--- src/rtl/ps2_keyboard_rx.sv ---
// PS/2 keyboard receiver: pin synchronizers, glitch filters, frame FSM with watchdog,
// and a set-2 decoder that folds E0/F0 prefixes into one key event.
module ps2_keyboard_rx #(
  parameter int FILTER_LEN     = 8,
  parameter int TIMEOUT_CYCLES = 100000
) (
  input  logic       clock,
  input  logic       rst,
  input  logic       ps2_clk,
  input  logic       ps2_data,
  output logic       byte_valid,
  output logic [7:0] byte_data,
  output logic       key_valid,
  output logic [7:0] key_code,
  output logic       key_extended,
  output logic       key_break,
  output logic       frame_err,
  output logic       busy
);
  // state  | meaning
  // IDLE   | waiting for a start bit (data 0 on a clock fall)
  // DATA   | shifting in 8 data bits, LSB first
  // PARITY | capturing the odd-parity bit
  // STOP   | checking stop bit and parity, then back to IDLE
  typedef enum logic [1:0] {IDLE, DATA, PARITY, STOP} state_t;

  localparam int FCW = $clog2(FILTER_LEN + 1);
  localparam int WDW = $clog2(TIMEOUT_CYCLES);
  localparam logic [WDW-1:0] WD_LOAD = WDW'(TIMEOUT_CYCLES - 1);

  // bit 0 = ps2_clk, bit 1 = ps2_data
  logic [1:0]     s1_q, s2_q, filt_q, filt_d;
  logic [FCW-1:0] fcnt_q [2];
  logic [FCW-1:0] fcnt_d [2];
  logic           clk_prev_q;
  logic           strobe, din;

  state_t         state_q, state_d;
  logic [2:0]     bit_cnt_q, bit_cnt_d;
  logic [7:0]     shift_q, shift_d;
  logic           par_q, par_d;
  logic [WDW-1:0] wd_q, wd_d;
  logic           byte_valid_q, byte_valid_d;
  logic [7:0]     byte_data_q, byte_data_d;
  logic           frame_err_q, frame_err_d;

  logic           ext_q, ext_d, brk_q, brk_d;
  logic           key_valid_q, key_valid_d;
  logic [7:0]     key_code_q, key_code_d;
  logic           key_ext_q, key_ext_d, key_brk_q, key_brk_d;

  // Filtered value moves only after FILTER_LEN consecutive disagreeing samples.
  always_comb begin
    for (int i = 0; i < 2; i++) begin
      filt_d[i] = filt_q[i];
      fcnt_d[i] = fcnt_q[i];
      if (s2_q[i] == filt_q[i]) begin
        fcnt_d[i] = '0;
      end else if (fcnt_q[i] == FCW'(FILTER_LEN - 1)) begin
        filt_d[i] = s2_q[i];
        fcnt_d[i] = '0;
      end else begin
        fcnt_d[i] = fcnt_q[i] + FCW'(1);
      end
    end
  end

  assign strobe = clk_prev_q & ~filt_q[0];
  assign din    = filt_q[1];

  always_comb begin
    state_d      = state_q;
    bit_cnt_d    = bit_cnt_q;
    shift_d      = shift_q;
    par_d        = par_q;
    wd_d         = wd_q;
    byte_valid_d = 1'b0;
    byte_data_d  = byte_data_q;
    frame_err_d  = 1'b0;
    case (state_q)
      IDLE: begin
        wd_d = WD_LOAD;
        if (strobe && !din) begin
          state_d   = DATA;
          bit_cnt_d = '0;
        end
      end
      DATA: if (strobe) begin
        shift_d   = {din, shift_q[7:1]};
        bit_cnt_d = bit_cnt_q + 3'd1;
        if (bit_cnt_q == 3'd7) state_d = PARITY;
      end
      PARITY: if (strobe) begin
        par_d   = din;
        state_d = STOP;
      end
      STOP: if (strobe) begin
        state_d = IDLE;
        if (din && ((^shift_q) ^ par_q)) begin
          byte_valid_d = 1'b1;
          byte_data_d  = shift_q;
        end else begin
          frame_err_d = 1'b1;
        end
      end
      default: state_d = IDLE;
    endcase
    // A strobe in the same cycle as terminal count wins over the timeout.
    if (state_q != IDLE) begin
      if (strobe) begin
        wd_d = WD_LOAD;
      end else if (wd_q == '0) begin
        frame_err_d = 1'b1;
        state_d     = IDLE;
      end else begin
        wd_d = wd_q - WDW'(1);
      end
    end
  end

  always_comb begin
    ext_d       = ext_q;
    brk_d       = brk_q;
    key_valid_d = 1'b0;
    key_code_d  = key_code_q;
    key_ext_d   = key_ext_q;
    key_brk_d   = key_brk_q;
    if (frame_err_q) begin
      ext_d = 1'b0;
      brk_d = 1'b0;
    end else if (byte_valid_q) begin
      case (byte_data_q)
        8'hE0: ext_d = 1'b1;
        8'hF0: brk_d = 1'b1;
        8'hAA, 8'hFA, 8'hFE, 8'hEE, 8'h00, 8'hFF: begin
          ext_d = 1'b0;
          brk_d = 1'b0;
        end
        default: begin
          key_valid_d = 1'b1;
          key_code_d  = byte_data_q;
          key_ext_d   = ext_q;
          key_brk_d   = brk_q;
          ext_d       = 1'b0;
          brk_d       = 1'b0;
        end
      endcase
    end
  end

  always_ff @(posedge clock or posedge rst) begin
    if (rst) begin
      s1_q         <= 2'b11;
      s2_q         <= 2'b11;
      filt_q       <= 2'b11;
      fcnt_q[0]    <= '0;
      fcnt_q[1]    <= '0;
      clk_prev_q   <= 1'b1;
      state_q      <= IDLE;
      bit_cnt_q    <= '0;
      shift_q      <= '0;
      par_q        <= 1'b0;
      wd_q         <= WD_LOAD;
      byte_valid_q <= 1'b0;
      byte_data_q  <= '0;
      frame_err_q  <= 1'b0;
      ext_q        <= 1'b0;
      brk_q        <= 1'b0;
      key_valid_q  <= 1'b0;
      key_code_q   <= '0;
      key_ext_q    <= 1'b0;
      key_brk_q    <= 1'b0;
    end else begin
      s1_q         <= {ps2_data, ps2_clk};
      s2_q         <= s1_q;
      filt_q       <= filt_d;
      fcnt_q[0]    <= fcnt_d[0];
      fcnt_q[1]    <= fcnt_d[1];
      clk_prev_q   <= filt_q[0];
      state_q      <= state_d;
      bit_cnt_q    <= bit_cnt_d;
      shift_q      <= shift_d;
      par_q        <= par_d;
      wd_q         <= wd_d;
      byte_valid_q <= byte_valid_d;
      byte_data_q  <= byte_data_d;
      frame_err_q  <= frame_err_d;
      ext_q        <= ext_d;
      brk_q        <= brk_d;
      key_valid_q  <= key_valid_d;
      key_code_q   <= key_code_d;
      key_ext_q    <= key_ext_d;
      key_brk_q    <= key_brk_d;
    end
  end

  assign byte_valid   = byte_valid_q;
  assign byte_data    = byte_data_q;
  assign frame_err    = frame_err_q;
  assign busy         = (state_q != IDLE);
  assign key_valid    = key_valid_q;
  assign key_code     = key_code_q;
  assign key_extended = key_ext_q;
  assign key_break    = key_brk_q;
endmodule

--- config.mk ---
export PLATFORM = sky130hd
export DESIGN_NAME = ps2_keyboard_rx
export DESIGN_NICKNAME = d
export VERILOG_FILES = /design/src/rtl/ps2_keyboard_rx.sv
export SDC_FILE = /design/constraint.sdc
export NUM_CORES = 1
export LEC_CHECK = 0
export CORE_ASPECT_RATIO = 1.2
export CORE_MARGIN = 1.5
export CORE_UTILIZATION = 45
export CTS_CLUSTER_SIZE = 25
export DETAILED_ROUTE_END_ITERATION = 8
export GPL_TIMING_DRIVEN = 0
export SETUP_SLACK_MARGIN = 0.15
export SLEW_MARGIN = 20
export SYNTH_ARGS = -nofsm -noshare
export SYNTH_HDL_FRONTEND = slang
export SYNTH_SLANG_ARGS = --single-unit
--- constraint.sdc ---
create_clock -name clock -period 5.35 [get_ports clock]
set_input_delay 1.3375 -clock clock [delete_from_list [all_inputs] [get_ports clock]]
set_output_delay 1.3375 -clock clock [all_outputs]
set_load 0.02 [all_outputs]
Word level (Yosys, flattened, before mapping)
Cells that the tools add are included.

Reductions and logical operators: 20. Multiplexer cells: 38. Equal/unequal tests: 19. $add $sub $neg: 4. Bitwise logic cells: 7.

Operators with widths (count): 17-bit 2-to-1 mux (4); 8-bit == test (second input constant) (7); 17-bit zero test (1); 17-bit by 1-bit subtractor with 17-bit output (second input constant) (1); 1-bit 2-to-1 mux (16); 2-bit 2-to-1 mux (8); 4-bit 2-to-1 mux (4); 2-bit AND reduction (6); 3-bit AND reduction (3); 4-bit by 1-bit adder with 4-bit output (second input constant) (2); 4-bit by 3-bit == test with 1-bit output (second input constant) (2); 8-bit zero test (1); 2-bit != test (second input constant) (4); 2-bit case mux with 4 select lines (1); 8-bit OR reduction (1); 8-bit XOR reduction (1); 3-bit 2-to-1 mux (2); 3-bit case mux with 2 select lines (1); 2-bit nonzero test (3); 1-bit inverter (5); 2-bit == test (second input constant) (2); 1-bit case mux with 2 select lines (2); 3-bit by 1-bit adder with 3-bit output (second input constant) (1); 3-bit == test (second input constant) (1); other kinds (7) (9).

Flip-flop bits (word level): 69. Input bits: 4. Word-level logic and storage cells: 109. Output and inout bits: 22.

Longest topological paths before layout
Word-level depth: 9. Mapped depth: 6. Gate-level depth less buffers: 6.

Worst setup path before layout
No wires, ideal clock.

Kind: reg-to-output. From: register state_q[1]. To: output port busy. Path buffers: 1. Arrival time: 0.819 ns. Cell stages (with the launch flop): 4. Slack: 3.194 ns. Path through: dfrtp_1 > clkbuf_1 > nor2_1 > inv_1.

Word-level cells in the longest chain between the ends: 1.

Ends and longest elaborated chain: start: declaration (RTL line 38) `state_t state_q, state_d;`; start signal: assignment (RTL line 180) `state_q <= state_d;`; 2-bit nonzero test (RTL line 200) `assign busy = (state_q != IDLE);`; end: declaration (RTL line 18) `output logic busy`.

No other way between the ends.

Worst setup path after layout
Same ends and word-level chain as after synthesis.

==> impl_metrics.csv <==
group,metric,value,unit
status,outcome,"completed",
route,post_drt_via_cell_ratio,5.51,
placed_design,hpwl,4.02,mm
route,drt_iter0_drc,82,
cells_and_area,drive_gt1_frac,0.227,
synthesis,synth_nets,277,
global_routing,grt_pass1_wl,10.2,mm
sta,fin_crit,3160,ps
floorplanning,core_area,6850,sq um
cells_and_area,final_common_cell,"dfrtp_1",
synthesis,synthFlopType,"dfrtp_1",
worst_setup_path,crit_slowest_cell,"clkdlybuf4s50_1",
cts,cts_hold_buf,0,
cts,insertion_delay,330,ps
global_routing,antenna_found_initial,0,
route,wl_per_cell,14.5,microns
power,power_density,377,nW/um^2
route,drc,0,
cells_and_area,layoutNonFillerInstCount,396,
cts,clk_path_buf_depth,2,
worst_setup_path,critPathRequiredTime,4010,ps
global_routing,grt_pass1_vias,2237,
sta,worstMarginPinSlew,800,ps
global_routing,grt_max_degree,59,
power,ir_drop,230,uV
cells_and_area,area_delta_synth_final,21.0,%
floorplanning,io-pin-count,26,
synthesis,async_flop_share,1.00,
sta,final_max_slew_viol_count,0,
worst_setup_path,cp_max_fo,9,
cts,cts_setup_buffers,0,
min_path,hold_path.class,"reg2reg",
synthesis,post_synth_num_cell_types,44,
run,max_cap_viol_count,0,
worst_setup_path,critPathArrivalTime,1830,ps
synthesis,ys_ff_latch,69,
sta,setup_tns,0,ps
synthesis,seq_area_frac_synth,0.549,
global_routing,overflow,0,
cts,cts_sinks,69,
floorplanning,start_util,0.465,
cts,cts_tree,"done",
placed_design,place_congestion,0.759,
cts,cts-root-buf,"clkbuf_8",
cells_and_area,nNetsFinal,314,
worst_setup_path,crit_buf_inv,3,
synthesis,postSynthAreaPerCell,11.9,sq um
cts,clk_pin_slew,80,ps
cells_and_area,n_fill_cell,635,
synthesis,synth-edff-count,0,
floorplanning,die_area,7590,sq um
worst_setup_path,worstSetupStartpointType,"flop",
placed_design,dpl-instance-area,3570,sq um
route,vias,2180,
synthesis,yosysWarnings,0,
cells_and_area,regArea,1750,sq um
sta,fmax,316,MHz
sta,post-route-period-util,0.591,
worst_setup_path,crit_chain,"clkbuf_1, nor2_1, inv_1, clkdlybuf4s50_1",
floorplanning,die_y,95.2,microns
sta,slew-limit-headroom,0.462,
cells_and_area,diodes,0,
sta,hold_violations,0,
route,first_pass_iters,4,
worst_setup_path,max_stage_delay,550,ps
placed_design,place_inst,380,
floorplanning,die_w,79.8,microns
power,total_power,1.45,mW
route,drt_wl_total,5.75,mm
synthesis,syn_area,3180,sq um
cells_and_area,layout_common_cells,"dfrtp_1 (52), mux2_2 (29), clkdlybuf4s50_1 (25)",
power,cellLeakagePower,1.67,nW
sta,skew,5.62,ps
worst_setup_path,crit_path_end_kind,"primary output",
synthesis,synthCells,267,
worst_setup_path,cp_top_family,"buffers and inverters",
floorplanning,rows,33,
worst_setup_path,critPathKind,"reg2out",
placed_design,io_buffers,25,
cts,cts_made_buffers,9,
cts,cts_resized,0,
sta,setup_viol,0,
sta,whs,357,ps
cells_and_area,multi_input_area,1380,sq um
global_routing,grt_use_total,0.177,
sta,rsz0062_at_grt,"no",
route,antenna_left,0,
cells_and_area,fin_area,3850,sq um
cts,htree_levels,3,
## where the power goes
part / switching [mW] / leakage (nW) / internal (mW) / total (mW)
Combinational: 0.147 / 0.637 / 0.101 / 0.249
Sequential: 0.0360 / 0.896 / 0.585 / 0.621
Clock: 0.199 / 0.140 / 0.384 / 0.583
Total: 0.383 / 1.67 / 1.07 / 1.45
## final timing paths
check / start / slack, ps / cells past startpoint / end
setup / recovery: state_q[1]$_DFF_PP0_ / 2190 / 4 / busy
hold / removal: s1_q[1]$_DFF_PP1_ / 360 / 0 / s2_q[1]$_DFF_PP1_
setup reg to reg: wd_q[0]$_DFF_PP1_ / 3030 / 6 / wd_q[15]$_DFF_PP1_
hold reg to reg: s1_q[1]$_DFF_PP1_ / 360 / 0 / s2_q[1]$_DFF_PP1_
max in group asynchronous: rst / 3530 / 3 / filt_q[1]$_DFFE_PP1P_
min in group asynchronous: rst / 1250 / 2 / key_code[6]$_DFFE_PP0P_
## final cells by class
class	count	area share
Sequential cell	69	0.454
Multi-Input combinational cell	183	0.358
Timing Repair Buffer	26	0.0721
Clock buffer	11	0.0393
Clock inverter	5	0.0334
Tap cell	87	0.0282
Buffer	9	0.00909
Inverter	6	0.00649
## through the flow
step / util / worst slack [ps]
floorplan: - / 2300
finish: 0.562 / 2190
global route: 0.562 / 2080
detailed placement: 0.521 / 2580
CTS: 0.562 / 2160
global placement: 0.517 / 1080
## per-layer routing
layer	vias up	global-route usage	wire length (microns)
li1	1057	-	-
met1	1078	0.203	2460
met2	34	0.309	2980
met3	11	0.0421	193
met4	0	0.0833	107
met5	-	0	0
## state kept, by name, indices dropped and copies added (netlist names), 2 cells and up
signal     cells
bit_cnt_q      3
byte_data      8
fcnt_q         8
filt_q         2
key_code       8
s1_q           2
s2_q           2
shift_q        8
state_q        2
wd_q          17
## cell usage after synthesis, types with 2 or more instances
| cell | n | area (sq um) |
|---|---|---|
| dfrtp_1 | 52 | 1300 |
| mux2_2 | 29 | 327 |
| dfstp_2 | 17 | 447 |
| nor2_1 | 16 | 60.1 |
| o21ai_0 | 14 | 70.1 |
| a21oi_1 | 11 | 55.1 |
| nand2_1 | 10 | 37.5 |
| xnor2_1 | 10 | 87.6 |
| nor3_1 | 9 | 45.0 |
| clkbuf_1 | 8 | 30.0 |
| or3_1 | 8 | 50.1 |
| or4_1 | 8 | 60.1 |
| ha_1 | 6 | 75.1 |
| inv_1 | 6 | 22.5 |
| nand3_1 | 6 | 30.0 |
| o31ai_1 | 6 | 45.0 |
| nor2b_1 | 5 | 31.3 |
| mux2i_1 | 4 | 40.0 |
| nor4_1 | 4 | 25.0 |
| nand2b_1 | 3 | 18.8 |
| nor3b_1 | 3 | 22.5 |
| a2111oi_0 | 2 | 17.5 |
| a211o_1 | 2 | 17.5 |
| a211oi_1 | 2 | 15.0 |
| a22o_1 | 2 | 17.5 |
| nand3b_1 | 2 | 15.0 |
| nand4_1 | 2 | 12.5 |
| o211ai_1 | 2 | 15.0 |
| xnor3_1 | 2 | 45.0 |
| xor2_1 | 2 | 17.5 |
## kinds of logic (layout without fill, tap and decap cells)
family	after synthesis	after routing	synth area share
simple gates	85	85	0.152
compound gates	43	43	0.0837
flops	69	69	0.549
buf+inv	15	57	0.0181
mux	34	34	0.119
fa+ha+maj	6	6	0.0236
xor+xnor	15	15	0.0546
Power figures use the tool's default switching activity.
